$ cat config.mk
export PLATFORM = sky130hd
export DESIGN_NAME = fxp_alu_pipe
export DESIGN_NICKNAME = d
export VERILOG_FILES = /design/src/rtl/fxp_alu_pkg.sv /design/src/rtl/fxp_acc_bank.sv /design/src/rtl/fxp_alu_pipe.sv
export SDC_FILE = /design/constraint.sdc
export NUM_CORES = 2
export LEC_CHECK = 0
export CAP_MARGIN = 10
export CORE_ASPECT_RATIO = 0.7
export CORE_MARGIN = 2
export CORE_UTILIZATION = 55
export CTS_CLUSTER_SIZE = 28
export DETAILED_ROUTE_END_ITERATION = 10
export HOLD_SLACK_MARGIN = 0.08
export PLACE_DENSITY_LB_ADDON = 0.2
export RECOVER_POWER = 100
export SLEW_MARGIN = 20
export SYNTH_ARGS = -nofsm -noshare
export SYNTH_HDL_FRONTEND = slang
export SYNTH_SLANG_ARGS = --single-unit
$ cat constraint.sdc
create_clock -name i_clk -period 12.4 [get_ports i_clk]
set_clock_uncertainty 0.15 [all_clocks]
set_input_delay 2.48 -clock i_clk [delete_from_list [all_inputs] [get_ports i_clk]]
set_output_delay 2.48 -clock i_clk [all_outputs]
set_load 0.01 [all_outputs]
$ cat src/rtl/fxp_alu_pkg.sv
// Shared opcodes and fixed-point helpers for the pipelined ALU.
// Helpers work on 64-bit signed values with an explicit width.
package fxp_alu_pkg;

  localparam int OP_ADD = 0;
  localparam int OP_SUB = 1;
  localparam int OP_MUL = 2;
  localparam int OP_ACC = 3;
  localparam int OP_MAC = 4;
  localparam int OP_CLR = 5;
  localparam int OP_XOR = 6;
  localparam int OP_ARS = 7;
  localparam int OP_CLZ = 8;
  localparam int OP_MAX = 9;
  localparam int OP_MIN = 10;

  function automatic logic signed [63:0] pos_max(
    input int w
  );
    return (64'sd1 <<< (w - 1)) - 64'sd1;
  endfunction

  function automatic logic signed [63:0] neg_max(
    input int w
  );
    return -(64'sd1 <<< (w - 1));
  endfunction

  function automatic logic signed [63:0] sat_val(
    input logic signed [63:0] v,
    input int w
  );
    if (v > pos_max(w)) return pos_max(w);
    if (v < neg_max(w)) return neg_max(w);
    return v;
  endfunction

  function automatic logic is_sat(
    input logic signed [63:0] v,
    input int w
  );
    return (v > pos_max(w)) || (v < neg_max(w));
  endfunction

  // round half up, then drop f fraction bits
  function automatic logic signed [63:0] round_shift(
    input logic signed [63:0] v,
    input int f
  );
    return (v + (64'sd1 <<< (f - 1))) >>> f;
  endfunction

endpackage

$ cat src/rtl/fxp_acc_bank.sv
// Accumulator register file: async reset,
// one combinational read port, one write port.
module fxp_acc_bank #(
  parameter int DEPTH = 16,
  parameter int W     = 21,
  parameter int IW    = $clog2(DEPTH)
) (
  input  logic          i_clk,
  input  logic          i_rst_n,
  input  logic [IW-1:0] i_rd_idx,
  output logic [W-1:0]  o_rd_data,
  input  logic          i_we,
  input  logic [IW-1:0] i_wr_idx,
  input  logic [W-1:0]  i_wr_data
);

  logic [W-1:0] mem_q [DEPTH];
  logic [W-1:0] mem_d [DEPTH];

  // next contents: single-entry update on write enable
  always_comb begin
    mem_d = mem_q;
    if (i_we) mem_d[i_wr_idx] = i_wr_data;
  end

  // storage, cleared asynchronously
  always_ff @(posedge i_clk or negedge i_rst_n) begin
    if (!i_rst_n) begin
      for (int i = 0; i < DEPTH; i++) mem_q[i] <= '0;
    end else begin
      mem_q <= mem_d;
    end
  end

  assign o_rd_data = mem_q[i_rd_idx];

endmodule

$ cat src/rtl/fxp_alu_pipe.sv
// Two-stage fixed-point ALU with accumulator bank,
// valid/ready in and out, single global advance.
module fxp_alu_pipe
  import fxp_alu_pkg::*;
#(
  parameter int INST_W    = 4,
  parameter int INT_W     = 6,
  parameter int FRAC_W    = 10,
  parameter int DATA_W    = INT_W + FRAC_W,
  parameter int ACC_DEPTH = 16,
  parameter int ACC_GUARD = 5
) (
  input  logic              i_clk,
  input  logic              i_rst_n,
  input  logic              i_in_valid,
  output logic              o_in_ready,
  input  logic [INST_W-1:0] i_inst,
  input  logic [DATA_W-1:0] i_data_a,
  input  logic [DATA_W-1:0] i_data_b,
  output logic              o_out_valid,
  input  logic              i_out_ready,
  output logic [DATA_W-1:0] o_data,
  output logic              o_sat
);

  localparam int ACC_W = DATA_W + ACC_GUARD;
  localparam int IDX_W = $clog2(ACC_DEPTH);

  logic              adv;
  logic              v1_q, v1_d;
  logic [INST_W-1:0] inst1_q, inst1_d;
  logic [DATA_W-1:0] a1_q, a1_d;
  logic [DATA_W-1:0] b1_q, b1_d;
  logic              ov_q, ov_d;
  logic [DATA_W-1:0] data_q, data_d;
  logic              sat_q, sat_d;

  logic signed [63:0]       a64, b64, v64;
  logic                     use_sat;
  logic [DATA_W-1:0]        raw, res;
  logic                     res_sat;
  logic [IDX_W-1:0]         acc_idx;
  logic [ACC_W-1:0]         acc_rd;
  logic signed [ACC_W-1:0]  acc_new;
  logic                     acc_we;
  int                       clz;

  assign adv         = !ov_q | i_out_ready;
  assign o_in_ready  = adv;
  assign o_out_valid = ov_q;
  assign o_data      = data_q;
  assign o_sat       = sat_q;

  fxp_acc_bank #(
    .DEPTH (ACC_DEPTH),
    .W     (ACC_W)
  ) u_bank (
    .i_clk     (i_clk),
    .i_rst_n   (i_rst_n),
    .i_rd_idx  (acc_idx),
    .o_rd_data (acc_rd),
    .i_we      (acc_we & adv),
    .i_wr_idx  (acc_idx),
    .i_wr_data (acc_new)
  );

  // S2 arithmetic: result, clamp flag, accumulator update
  always_comb begin
    a64     = 64'($signed(a1_q));
    b64     = 64'($signed(b1_q));
    v64     = '0;
    use_sat = 1'b0;
    raw     = '0;
    acc_idx = a1_q[IDX_W-1:0];
    acc_new = '0;
    acc_we  = 1'b0;
    clz     = DATA_W;
    for (int i = 0; i < DATA_W; i++)
      if (a1_q[i]) clz = DATA_W - 1 - i;
    case (inst1_q)
      INST_W'(OP_ADD): begin
        v64     = a64 + b64;
        use_sat = 1'b1;
      end
      INST_W'(OP_SUB): begin
        v64     = a64 - b64;
        use_sat = 1'b1;
      end
      INST_W'(OP_MUL): begin
        v64     = round_shift(a64 * b64, FRAC_W);
        use_sat = 1'b1;
      end
      INST_W'(OP_ACC): begin
        acc_new = acc_rd + ACC_W'(b64);
        acc_we  = v1_q;
        v64     = 64'(acc_new);
        use_sat = 1'b1;
      end
      INST_W'(OP_MAC): begin
        acc_idx = b1_q[IDX_W-1:0];
        acc_new = acc_rd
                + ACC_W'(round_shift(a64 * b64, FRAC_W));
        acc_we  = v1_q;
        v64     = 64'(acc_new);
        use_sat = 1'b1;
      end
      INST_W'(OP_CLR): begin
        acc_new = '0;
        acc_we  = v1_q;
        v64     = 64'($signed(acc_rd));
        use_sat = 1'b1;
      end
      INST_W'(OP_XOR): raw = a1_q ^ b1_q;
      INST_W'(OP_ARS):
        raw = DATA_W'($signed(a1_q) >>> b1_q[3:0]);
      INST_W'(OP_CLZ): raw = DATA_W'(clz);
      INST_W'(OP_MAX):
        raw = ($signed(a1_q) > $signed(b1_q)) ? a1_q : b1_q;
      INST_W'(OP_MIN):
        raw = ($signed(a1_q) < $signed(b1_q)) ? a1_q : b1_q;
      default: ;
    endcase
    res     = use_sat ? DATA_W'(sat_val(v64, DATA_W)) : raw;
    res_sat = use_sat & is_sat(v64, DATA_W);
  end

  // both stages advance together or hold together
  always_comb begin
    v1_d    = v1_q;
    inst1_d = inst1_q;
    a1_d    = a1_q;
    b1_d    = b1_q;
    ov_d    = ov_q;
    data_d  = data_q;
    sat_d   = sat_q;
    if (adv) begin
      v1_d    = i_in_valid;
      inst1_d = i_inst;
      a1_d    = i_data_a;
      b1_d    = i_data_b;
      ov_d    = v1_q;
      data_d  = res;
      sat_d   = res_sat;
    end
  end

  // pipeline registers
  always_ff @(posedge i_clk or negedge i_rst_n) begin
    if (!i_rst_n) begin
      v1_q    <= 1'b0;
      inst1_q <= '0;
      a1_q    <= '0;
      b1_q    <= '0;
      ov_q    <= 1'b0;
      data_q  <= '0;
      sat_q   <= 1'b0;
    end else begin
      v1_q    <= v1_d;
      inst1_q <= inst1_d;
      a1_q    <= a1_d;
      b1_q    <= b1_d;
      ov_q    <= ov_d;
      data_q  <= data_d;
      sat_q   <= sat_d;
    end
  end

endmodule

Word level (Yosys, flattened, before mapping) --
Cells that the tools add are included. Widths: inputs -> output; s select.
Storage, ports and cells: register bits 391, input bits 40, output and inout port bits 19, logic and storage cells 95
Operators by class: add/subtract/negate cells 5, multiply operators 1, $lt $le $gt $ge 6, equal/unequal tests 10, shifts and indexed selects 1, multiplexer cells 38, bitwise operators 5, reduce and logical (&&, ||, !) cells 6
Operator list (number):
- $pmux 64 s6 | 1
- $bwmux 336 | 1
- $mux 16 | 19
- $bmux 21 s4 | 1
- $demux 21 s4 | 1
- $pmux 16 s5 | 1
- $gt 64x16->1 const B | 1
- $lt 64x16->1 const B | 1
- $mux 21 | 3
- $add 21x21->21 | 2
- $pmux 21 s2 | 1
- $add 32x11->33 const B | 1
- $mul 16x16->32 | 1
- $mux 5 | 4
- $add 16x16->17 | 1
- $sub 16x16->17 | 1
- $eq 4x3->1 const B | 4
- $gt 16x16->1 | 1
- $lt 16x16->1 | 1
- $sshr 16x4->16 | 1
- $xor 16x16->16 | 1
- $eq 4x4->1 const B | 3
- $eq 4x2->1 const B | 2
- $reduce_or 6->1 | 1
- other kinds (13) | 18

Depth between registers and ports, before layout --
depth in word-level cells 18, gate-level depth with buffers 39, mapped depth without buffers 34

Modules after synthesis --
A second synthesis with hierarchy kept.
Unflattened totals: cells, all modules 3198, area, all modules 33208.1 um^2
By module, submodules not included:
- fxp_alu_pipe | instances 1, cells an instance 2270, area an instance 18220.0 um^2, seq. area each 1376.3 um^2
- fxp_acc_bank | instances 1, cells an instance 928, area an instance 14988.1 um^2, seq. area each 8408.1 um^2

Worst setup path after synthesis --
No wires, ideal clock.
path kind register -> register, start register b1_q[2], end register data_q[11] (netlist: o_data[11]), library setup time 0.131 ns, arrival time 9.220 ns, required time 12.119 ns, setup slack 2.899 ns, cell stages (with the launch flop) 37, path buffers 6, period minus slack after synthesis 9.501 ns, cell sequence dfrtp_1 -> clkbuf_1 -> clkbuf_1 -> clkbuf_1 -> clkbuf_1 -> nand2_1 -> fa_1 -> fa_1 -> fa_1 -> fa_1 -> inv_1 -> fa_1 -> inv_1 -> fa_1 -> inv_1 -> ha_1 -> clkbuf_1 -> a21oi_1 -> nand2b_1 -> a311o_1 -> o21a_1 -> a31oi_1 -> o221ai_1 -> xor2_1 -> ha_1 -> and3_1 -> a221oi_1 -> o21ai_0 -> a311oi_1 -> mux2i_1 -> and4_1 -> clkbuf_1 -> o211ai_1 -> nor4_1 -> a311oi_2 -> a2111oi_0 -> o21ai_1
Between the ends: longest elaborated chain between the ends 13, elaborated cells on any way between the ends 27, those cells by class add/sub (5); mul (1); order compare (4); shift (1); mux (15); bitwise (1)
Ends and longest elaborated chain:
- start, declared | RTL line fxp_alu_pipe.sv:33 | logic [DATA_W-1:0] b1_q, b1_d;
- start signal, assigned | RTL line fxp_alu_pipe.sv:153 | b1_q <= '0;
- start signal, assigned | RTL line fxp_alu_pipe.sv:161 | b1_q <= b1_d;
- parallel branches: the longest is 12 deep, another holds $lt 64x16->1
- $mux 16 (*) | RTL line fxp_alu_pipe.sv:123 | res = use_sat ? DATA_W'(sat_val(v64, DATA_W)) : raw;
- end signal, assigned | RTL line fxp_alu_pipe.sv:163 | data_q <= data_d;
- end, declared | RTL line fxp_alu_pipe.sv:35 | logic [DATA_W-1:0] data_q, data_d;
Every way passes the cells marked *. The select of a mux whose other input is x is not followed. A chain may end at the register's enable or synchronous reset.

Final worst setup path --
start register a1_q[3], end register data_q[11] (netlist: o_data[11])
Between the ends: longest elaborated chain between the ends 13, elaborated cells on any way between the ends 27, those cells by class add/sub (5); mul (1); order compare (4); shift (1); mux (15); bitwise (1)
Ends and longest elaborated chain:
- start, declared | RTL line fxp_alu_pipe.sv:32 | logic [DATA_W-1:0] a1_q, a1_d;
- start signal, assigned | RTL line fxp_alu_pipe.sv:152 | a1_q <= '0;
- start signal, assigned | RTL line fxp_alu_pipe.sv:160 | a1_q <= a1_d;
- parallel branches: the longest is 12 deep, another holds $lt 64x16->1
- $mux 16 (*) | RTL line fxp_alu_pipe.sv:123
Marked as above.

==> results.cfg <==
[logic_synthesis]
synth_area_mm2 = 0.0331
async_flop_share = 1.00
synth_mux_area_frac = 0.0211
avgSynthCellArea_um2 = 8.26
synth_nets = 4476
syn_inst = 4013
synth_xor_area_frac = 0.0167
synth-edff-count = 0
synth-seq-area-share = 0.295
synthSimpleGateAreaFrac = 0.193
synth_top_family_by_area = adder cells
ys_warn_count = 0
synth_cell_types = 89
synth-seq-cells = 391
synth_compound_area_frac = 0.181
synth_fa_ha_area_frac = 0.221
synthFlopType = dfrtp_1

[floorplan]
start_util = 0.554
top_level_ports = 59
die-area_mm2 = 0.0623
die_h_um = 209
core_mm2 = 0.0598
die_w_um = 297
rows = 75

[hold_path]
hold_start = v1_q$_DFFE_PN0N_
min_delay_path_depth = 2
holdPathEnd = v1_q$_DFFE_PN0N_
hold_path_class = flop to flop

[finish]
area_growth_pct = 8.18
final_cell_mix = nand2_1, nor2_1, a21oi_1
layout_commonest_cell = nand2_1
nFillCells = 5396
drive_above_1_share = 0.0481
diodes = 0
nets = 4384

[critical_path]
worstSetupPathType = flop to flop
max_stage_delay_ns = 0.84
critPathRequiredTime_ns = 12.70
r2r_start = a1_q[3]$_DFFE_PN0N_
cp_max_fo = 17
cp_num_buf_inv = 5
cp_common_cell = fa_1
r2r_end = o_data[11]$_DFFE_PN0N_
worstPathArrival_ns = 11.96
startpoint_type = flop
endpoint_kind = flop
rrSetupSlack_ns = 0.74
rr_worst_depth = 31
crit_family = adder cells
cp_slowest_cell = dfrtp_1

[clock_network]
cts.sinks = 391
clk_latency_ns = 0.59
cts_tree = built
cts_hold_buf = 0
root_buffer = clkbuf_16
post_cts_resized = 0
cts_max_level = 2
clk_path_buf_depth = 3
clk_pin_slew_ns = 0.07
post-cts-setup-buffers = 0
numCtsBuffers = 43

[routing]
dr.pass1.iters = 8
ant_nets = 0
wirelength_mm = 112
drt-initial-drc-count = 3544
via_per_inst = 6.23
via_count = 29600
drcViolationCount = 0
wl_per_cell_um = 23.5

[flow_run]
max-cap-violations = 3

[run_status]
status = finished with violations
violations = max-capacitance violations, max-slew violations

[grt]
grt_start_max_net_pins = 162
globalRouteOverflowTotal = 0
grt_pass1_wl_mm = 172
antenna_found_initial = 1
grt_pass1_vias = 28000
grt.total_usage = 0.362

[placement]
numPortBuffers = 58
hpwl_mm = 79.5
gp_congestion = 1.10

[timing]
hold_viol = 0
period_needed_ns = 11.66
drv_slew = 313
period_share = 0.940
finalSetupViolations = 0
tns_ns = 0
hold_slack_ns = 0.368
max_clock_freq_ghz = 0.0858
slew_headroom = -2.45
rsz0062_at_grt = false
worstMarginPinSlew_ns = 5.18
[worst min-delay path, delay by kind of cell, from the launching register on]
kind / cells / cell delay, ns
flip-flops: 1 / 0.37
AND/OR/NAND/NOR: 2 / 0.12
[how the worst max path moves through the flow]
stage / slack [ns] / end / cells past startpoint / from
3_3_place_gp: 1.39 / o_data[11]$_DFFE_PN0N_ / 29 / a1_q[13]$_DFFE_PN0N_
6_report: 0.74 / o_data[11]$_DFFE_PN0N_ / 31 / a1_q[3]$_DFFE_PN0N_
5_1_grt: 0.44 / o_data[11]$_DFFE_PN0N_ / 34 / a1_q[2]$_DFFE_PN0N_
4_1_cts: 1.15 / o_data[11]$_DFFE_PN0N_ / 29 / a1_q[13]$_DFFE_PN0N_
3_5_place_dp: 1.15 / o_data[11]$_DFFE_PN0N_ / 29 / a1_q[13]$_DFFE_PN0N_
2_1_floorplan: 2.90 / o_data[11]$_DFFE_PN0N_ / 36 / b1_q[2]$_DFFE_PN0N_
[registers in the layout, indices dropped and copies added (netlist names)]
register      count
u_bank.mem_q    336
a1_q             16
b1_q             16
o_data           16
inst1_q           4
o_out_valid       1
o_sat             1
v1_q              1
[through the flow]
step           setup slack [ns]  utilization  area (um^2)  std cells
2_1_floorplan              2.90            -        33100       4013
3_3_place_gp               1.39        0.578        34500       4679
3_5_place_dp               1.15        0.579        34600       4682
4_1_cts                    1.15        0.601        36000       4754
5_1_grt                   0.442        0.600        35900       4756
6_report                  0.743        0.600        35900       4756
[synthesized netlist by cell type (all sizes together) (13+ instances only)]
cell / n / area [um^2]
a211oi: 23 / 178
a21o: 34 / 255
a21oi: 489 / 2450
a221oi: 37 / 324
a22oi: 34 / 255
a311oi: 46 / 409
a31oi: 33 / 206
and2: 67 / 419
and3: 61 / 382
buf: 37 / 170
clkbuf: 248 / 931
dfrtp: 391 / 9780
fa: 271 / 5430
ha: 152 / 1900
inv: 339 / 1270
mux2i: 51 / 527
nand2: 597 / 2240
nand2b: 26 / 163
nand3: 81 / 405
nand4: 23 / 144
nor2: 534 / 2010
nor2b: 18 / 113
nor3: 40 / 200
o211ai: 23 / 198
o21a: 13 / 97.6
o21ai: 105 / 529
o21bai: 13 / 97.6
o221ai: 18 / 158
xnor2: 37 / 324
xor2: 21 / 184
[cell type report]
cell class                 count  area, um^2  share of cell area
clock buffer                  56        1170              0.0328
clock inverter                16         176             0.00492
inverter                     344        1290              0.0360
multi-input combinational   2993       21200               0.590
sequential                   391        9790               0.273
tap                          808        1010              0.0282
timing repair buffer         148        1250              0.0349
[per-layer routing]
metal  global-route usage  vias up  wire (um)
met5               0.0131        -        114
met4               0.0792        2       2720
met3                0.122      201      15900
met2                0.477     1741      43200
met1                0.565    14400      50100
li1                     -    13300          -
[logic make-up (layout without fill, tap and decap cells)]
kind of cell               Yosys count  count (layout)
buffers and inverters              629             564
xor gates and xnor gates            60              60
DFF                                391             391
muxes                               60              60
adders and majority gates          423             423
AOI/OAI and AO/OA                  962             962
and+or+nand+nor                   1488            1488
Power is not shown: default switching activity piles up to over one toggle a cycle in this logic, so the estimate is an artifact.
